===== src/rtl/sdram_read_arbiter.sv =====
// Arbitrates the single 128-bit SDRAM read port among NUM_REQ requesters.
// Fixed priority (index 0 highest) with aging promotion and optional bounded locked bursts.
module sdram_read_arbiter #(
  parameter int NUM_REQ      = 3,
  parameter int ADDR_W       = 22,
  parameter int STARVE_LIMIT = 64,
  parameter int MAX_BURST    = 16
) (
  input  logic                      Clk50,
  input  logic                      reset,
  input  logic [NUM_REQ-1:0]        req,
  input  logic [NUM_REQ-1:0]        lock,
  input  logic [NUM_REQ*ADDR_W-1:0] addr_in,
  output logic [NUM_REQ-1:0]        gnt,
  output logic [NUM_REQ-1:0]        ack,
  output logic [127:0]              rdata,
  output logic                      busy,
  input  logic                      sdram_Wait,
  output logic                      sdram_rd,
  output logic [ADDR_W-1:0]         sdram_addr,
  input  logic                      sdram_ac,
  input  logic [127:0]              sdram_data
);

  localparam int OWN_W   = $clog2(NUM_REQ);
  localparam int BURST_W = $clog2(MAX_BURST + 1);
  localparam logic [6:0] LIMIT = 7'(STARVE_LIMIT);
  localparam logic [BURST_W-1:0] LAST_WORD = BURST_W'(MAX_BURST - 1);

  typedef enum logic [1:0] {IDLE, ISSUE, DONE} state_t;

  state_t              state, state_nxt;
  logic [OWN_W-1:0]    owner;
  logic [OWN_W-1:0]    winner;
  logic [BURST_W-1:0]  burst_cnt;
  logic [6:0]          starve_cnt [NUM_REQ];
  logic [NUM_REQ-1:0]  starving;
  logic [NUM_REQ-1:0]  owner_mask;
  logic                continue_burst;

  // Lowest requesting index wins, unless some requester has aged out, in which
  // case the lowest aged-out requester overrides the plain priority pick.
  always_comb begin
    winner = '0;
    for (int i = NUM_REQ - 1; i >= 0; i--) begin
      starving[i] = (starve_cnt[i] == LIMIT);
      if (req[i]) winner = OWN_W'(i);
    end
    for (int i = NUM_REQ - 1; i >= 0; i--) begin
      if (starving[i] && req[i]) winner = OWN_W'(i);
    end
  end

  assign owner_mask     = NUM_REQ'(1) << owner;
  assign continue_burst = lock[owner] && req[owner] && (burst_cnt < LAST_WORD) &&
                          !sdram_Wait && ((starving & ~owner_mask) == '0);

  always_ff @(posedge Clk50) begin
    if (reset) state <= IDLE;
    else       state <= state_nxt;
  end

  always_comb begin
    state_nxt = state;
    sdram_rd  = 1'b0;
    busy      = 1'b0;
    ack       = '0;
    case (state)
      IDLE:  if ((req != '0) && !sdram_Wait) state_nxt = ISSUE;
      ISSUE: begin
        sdram_rd = 1'b1;
        busy     = 1'b1;
        if (sdram_ac) state_nxt = DONE;
      end
      DONE: begin
        busy      = 1'b1;
        ack       = gnt;
        state_nxt = continue_burst ? ISSUE : IDLE;
      end
      default: state_nxt = IDLE;
    endcase
  end

  always_ff @(posedge Clk50) begin
    if (reset) begin
      owner      <= '0;
      burst_cnt  <= '0;
      gnt        <= '0;
      sdram_addr <= '0;
      rdata      <= '0;
    end else begin
      case (state)
        IDLE: if (state_nxt == ISSUE) begin
          owner      <= winner;
          sdram_addr <= addr_in[int'(winner) * ADDR_W +: ADDR_W];
          gnt        <= NUM_REQ'(1) << winner;
          burst_cnt  <= '0;
        end
        ISSUE: if (sdram_ac) rdata <= sdram_data;
        DONE: if (continue_burst) begin
          burst_cnt  <= burst_cnt + 1'b1;
          sdram_addr <= addr_in[int'(owner) * ADDR_W +: ADDR_W];
        end else begin
          gnt <= '0;
        end
        default: ;
      endcase
    end
  end

  // Aging: a requester that is asking but not owning accumulates wait cycles.
  always_ff @(posedge Clk50) begin
    for (int i = 0; i < NUM_REQ; i++) begin
      if (reset || !req[i] || gnt[i])  starve_cnt[i] <= '0;
      else if (starve_cnt[i] != LIMIT) starve_cnt[i] <= starve_cnt[i] + 7'd1;
    end
  end

endmodule


===== config.mk =====
export PLATFORM = sky130hd
export DESIGN_NAME = sdram_read_arbiter
export DESIGN_NICKNAME = d
export VERILOG_FILES = /design/src/rtl/sdram_read_arbiter.sv
export SDC_FILE = /design/constraint.sdc
export NUM_CORES = 1
export LEC_CHECK = 0
export CORE_MARGIN = 2
export CORE_UTILIZATION = 40
export DETAILED_ROUTE_END_ITERATION = 7
export HOLD_SLACK_MARGIN = 0.05
export PLACE_DENSITY = 0.78
export SLEW_MARGIN = 15
export SYNTH_ARGS = -nofsm -noshare
export SYNTH_HDL_FRONTEND = slang
export SYNTH_SLANG_ARGS = --single-unit

===== constraint.sdc =====
create_clock -name Clk50 -period 3.6 [get_ports Clk50]
set_input_delay 0.36 -clock Clk50 [delete_from_list [all_inputs] [get_ports Clk50]]
set_output_delay 0.36 -clock Clk50 [all_outputs]
set_load 0.02 [all_outputs]

# After elaboration in Yosys (flattened, before gate mapping)
# Memories as Yosys holds them, arrays and structs flattened.
# Index checks and enable logic that the tools add are counted.
[word_totals] register_bits=162 ramBits=21 input_bits=204 elab_cells=107 mem_count=1
[op_classes] n_addsub=4 n_mul=2 order_cmp=2 n_eq_ne=12 shifts=4 mux=44 n_bitwise=5 n_reduce_logical=27
[mem_list] name="starve_cnt" words=3 word_bits=7 read_ports=3 rd_clocked_by_memory_dff=0 wr=3 line="36" text="logic [6:0] starve_cnt [NUM_REQ];"
[ops] operator="66-bit by 8-bit indexed part select with 22-bit output" n=2
[ops] operator="22-bit 2-to-1 mux" n=2
[ops] operator="22-bit case mux with 2 select lines" n=1
[ops] operator="7-bit by 1-bit adder with 7-bit output (second input constant)" n=3
[ops] operator="7-bit == test (second input constant)" n=3
[ops] operator="7-bit 2-to-1 mux" n=3
[ops] operator="7-bit inequality test (second input constant)" n=3
[ops] operator="1-bit 2-to-1 mux" n=20
[ops] operator="2-bit 2-to-1 mux" n=8
[ops] operator="2-bit by 4-bit multiplier with 6-bit output (second input constant)" n=2
[ops] operator="5-bit 2-to-1 mux" n=2
[ops] operator="5-bit case mux with 2 select lines" n=1
[ops] operator="3-bit 2-to-1 mux" n=3
[ops] operator="1-bit logical AND" n=8
[ops] operator="1-bit logical OR" n=6
[ops] operator="2-bit inequality test (second input constant)" n=3
[ops] operator="2-bit case mux with 3 select lines" n=1
[ops] operator="3-bit case mux with 2 select lines" n=1
[ops] operator="3-bit AND reduction" n=2
[ops] operator="1-bit by 2-bit << shifter with 3-bit output (first input constant)" n=2
[ops] operator="5-bit by 1-bit adder with 5-bit output (second input constant)" n=1
[ops] operator="5-bit by 4-bit < comparator with 1-bit output (second input constant)" n=1
[ops] operator="1-bit binary-select mux with 2-bit select" n=2
[ops] operator="2-bit by 1-bit == test with 1-bit output (second input constant)" n=2
[ops] operator="12 further kinds" n=18

# Depth between registers and ports, before layout
[depth] ltp_word=11 mapped_depth=12

# Least setup slack after synthesis
# Ideal clock, no wire load.
[synth_timing] path_type="reg2reg" start="memory starve_cnt[1][2]" end="register sdram_addr[10]" arrival_ns=2.303 required_time_ns=3.529 setup_slack_ns=1.226 path_stages_with_launch=10 n_path_buf=2 synth_period_minus_slack_ns=2.374 cell_sequence="edfxtp_1 -> or4_4 -> or2_1 -> o31ai_2 -> a21oi_2 -> buf_6 -> buf_12 -> mux2i_1 -> a211o_1 -> a21oi_2"
[synth_rtl] item="start, declared" line="36"
[synth_rtl] item="end signal, assigned" line="95" text="sdram_addr <= addr_in[int'(winner) * ADDR_W +: ADDR_W];"
[synth_rtl] item="end signal, assigned" line="102" text="sdram_addr <= addr_in[int'(owner) * ADDR_W +: ADDR_W];"
[synth_rtl] item="end, declared" line="20" text="output logic [ADDR_W-1:0] sdram_addr,"

==> flow_summary.toml <==
[synth]
synth.ff_latch_count = 183
netlist-cell-type-count = 55
synth_area_um2 = 7710
synth.avg_cell_area_um2 = 8.43
synth_enable_flop_cells = 21
share_of_flip_flops_with_an_asynchronous_set_or_reset_pct = 0
dominantRegCellSynth = "sky130_fd_sc_hd__dfxtp_1"
yosys_warnings = 0
syn_inst = 914
synth_sequential_area_ratio_pct = 50.3
syn_nets = 1129

[critical_path]
cp-start-kind = "flop"
worstPathRequired_ns = 3.91
worstReg2RegStart = "starve_cnt[0][0]$_SDFFCE_PN0P_"
cpLargestDelayFamily = "compound AO/OA/AOI/OAI gates"
worst_setup_path_startpoint = "starve_cnt[0][0]$_SDFFCE_PN0P_"
path_class = "reg -> reg"
critPathMaxStageDelay_ns = 0.61
crit_path_top_delay_cell = "sky130_fd_sc_hd__a22o_2"
timing.critical_path.arrival_ns = 3.19
timing.critical_path.buf_inv = 2
largest_fanout_on_the_critical_path = 36
critical_path.endpoint_type = "flop"
path_cells = "inv_1, ha_1, or4b_4, nor2_4, a2111oi_2, o21ai_2, a22o_2, buf_4, a211o_1, a21oi_2"

[timing]
slew_violations = 0
slew_at_the_pin_closest_to_its_max_slew_limit_ns = 0.765
rsz0062_at_grt = "false"
clock.fmax_mhz = 347
totalNegativeSetupSlack_ns = 0
period_minus_slack_ns = 2.88
layout_worst_path_cycle_share_pct = 80.1
slew-limit-headroom_pct = 49.0
setup_viol = 0
final_hold_viol_count = 0
final.setup_skew_ns = 0.0135
post-route-worst-setup-slack_ns = 0.715

[cts]
clock_latency_ns = 0.43
ctsHoldBuffers = 0
numClockSinks = 183
cts_max_level = 4
tritoncts = "done"
ctsResizeCount = 0
num_cts_buffers = 17
post-cts-setup-buffer-count = 0
clkSlewWorstSetupHoldPaths_ns = 0.07
cts.path.max_buffers = 2
clockRootBuffer = "sky130_fd_sc_hd__clkbuf_16"

[grt]
grt_antenna_before_repair = 0
first_pass_grt_wire_length_mm = 36.3
number_of_global_route_vias_before_repair = 7161
grt_start_max_net_pins = 129
grt.overflow.total = 0
global_route.usage.total_pct = 22.5

[die]
design.core.area_um2 = 18800
floorplan.initialDensity_pct = 40.9
die_h_um = 143
die-width_um = 143
ioPinCount = 362
core.rowCount = 50
die_area_um2 = 20400

[layout]
area_delta_synth_final_pct = 56.0
final_net_count = 1455
antenna_cells = 0
layout.cells.most_common_list = "sky130_fd_sc_hd__clkdlybuf4s50_1, sky130_fd_sc_hd__nand2_1, sky130_fd_sc_hd__dfxtp_1"
most_frequent_standard_cell_in_the_layout_excluding_fill_and_tap_cells = "sky130_fd_sc_hd__clkdlybuf4s50_1"
layout-drive-gt1-share_pct = 5.91
fillers = 1614
postLayoutCoreUtil_pct = 63.9

[power]
pwr_density_cell_nw_per_um2 = 440
vdd_ir_drop_max_v = 0.000342
p_leak_nw = 4.31

[job]
max_capacitance_violation_count = 0

[placement]
placement.setup.worst_slack_ns = 0.520
gp_routability_congestion = 0.876
detailed_place_hpwl_mm = 16.6
place.port_buffers = 361

[route]
detailroute.via_count = 7429
wl_per_cell_um = 15.5
detail-route-antenna-nets = 0
dr.pass1.iters = 5
vias_per_cell = 4.91
drt_iter0_markers = 389
detail_route.wirelength_mm = 23.4
drt_drc_violations_left = 0

[worst_hold_path]
hold_path_startpoint = "rdata[29]$_SDFFE_PP0P_"
min-delay-path-class = "reg -> reg"

[outcome]
status = "finished, final reports clean"
-- worst reg2reg max path, delay by kind of cell (launching register included) --
kind / cells / cell delay, ns
AO/OA/AOI/OAI: 5 / 1.14
buffers and inverters: 2 / 0.38
flip-flops: 1 / 0.45
adder cells (fa/ha/maj): 1 / 0.13
AND/OR/NAND/NOR: 2 / 0.68
-- power breakdown --
group          internal [W]  switching, W
registers           0.00219     0.0000761
clock network      0.000928      0.000895
logic              0.000588      0.000608
-- kinds of logic (layout without fill, tap and decap cells) --
family,Yosys count,count (layout),synth area share [%]
AOI/OAI and AO/OA,234,234,18.5
xor gates and xnor gates,15,15,1.70
adders and majority gates,11,11,1.79
buffers and inverters,79,418,4.82
DFF,183,183,50.3
muxes,24,24,3.28
and+or+nand+nor,368,368,19.7
-- routing by layer --
| layer | vias to the layer above | wire length, um | GRT usage, % |
|---|---|---|---|
| li1 | 3729 | - | - |
| met3 | 40 | 1840 | 7.91 |
| met1 | 3393 | 9300 | 25.3 |
| met2 | 267 | 11600 | 39.0 |
| met4 | 0 | 643 | 8.49 |
| met5 | - | 0 | 0 |
-- synth_stat cells, types with 2 or more instances --
master	n	share of area, %
sky130_fd_sc_hd__and3_1	4	0.32
sky130_fd_sc_hd__and2_1	5	0.41
sky130_fd_sc_hd__nor3b_1	3	0.29
sky130_fd_sc_hd__ha_1	11	1.8
sky130_fd_sc_hd__mux2i_1	23	3.0
sky130_fd_sc_hd__buf_12	2	0.52
sky130_fd_sc_hd__a21oi_1	161	10
sky130_fd_sc_hd__nor2b_1	2	0.16
sky130_fd_sc_hd__clkbuf_1	43	2.1
sky130_fd_sc_hd__a21oi_2	19	2.2
sky130_fd_sc_hd__xor2_1	10	1.1
sky130_fd_sc_hd__o211ai_1	2	0.19
sky130_fd_sc_hd__edfxtp_1	21	8.2
sky130_fd_sc_hd__xnor2_1	5	0.57
sky130_fd_sc_hd__buf_6	3	0.44
sky130_fd_sc_hd__o21ai_0	7	0.45
sky130_fd_sc_hd__nor3_1	3	0.19
sky130_fd_sc_hd__nand2_1	293	14
sky130_fd_sc_hd__nand2b_1	4	0.32
sky130_fd_sc_hd__o32ai_1	3	0.34
sky130_fd_sc_hd__nor2_1	29	1.4
sky130_fd_sc_hd__dfxtp_1	162	42
sky130_fd_sc_hd__a211oi_1	3	0.29
sky130_fd_sc_hd__buf_4	3	0.29
sky130_fd_sc_hd__o21ai_1	3	0.19
sky130_fd_sc_hd__a32oi_1	2	0.23
sky130_fd_sc_hd__nand3_1	15	0.97
sky130_fd_sc_hd__buf_1	4	0.19
sky130_fd_sc_hd__a211o_1	22	2.5
sky130_fd_sc_hd__buf_2	6	0.39
sky130_fd_sc_hd__inv_1	17	0.83
-- worst paths after layout --
path                                      end  slack, ns  cells after the start
setup / recovery  sdram_addr[14]$_SDFFE_PP0P_       0.72                     10
setup reg to reg  sdram_addr[14]$_SDFFE_PP0P_       0.72                     10
hold reg to reg        rdata[29]$_SDFFE_PP0P_       0.45                      2
hold / removal         rdata[29]$_SDFFE_PP0P_       0.45                      2
-- sequential cells by signal, summed over array words and instances (netlist names) --
register	flops
sdram_addr	22
state	2
burst_cnt	5
owner	2
gnt	3
rdata	128
starve_cnt	21
-- cell type report --
cell class | count | area, um^2 | share of cell area, %
repair buffers | 369 | 3710 | 30.8
multi-input cells | 652 | 3480 | 28.9
flip-flops and latches | 183 | 3870 | 32.2
inverters | 17 | 63.8 | 0.531
clock buffers | 17 | 425 | 3.54
clock inverters | 15 | 150 | 1.25
well taps | 260 | 325 | 2.71
-- through the flow --
stage / total power [W] / hold slack (ns) / instances / instance area (um^2)
2_1_floorplan: 0.00293 / 0.453 / 914 / 7710
3_3_place_gp: 0.00349 / 0.440 / 1481 / 11400
3_5_place_dp: 0.00351 / 0.445 / 1481 / 11400
4_1_cts: 0.00534 / 0.449 / 1513 / 12000
5_1_grt: 0.00553 / 0.454 / 1513 / 12000
6_report: 0.00529 / 0.452 / 1513 / 12000
Power figures use the tool's default switching activity.
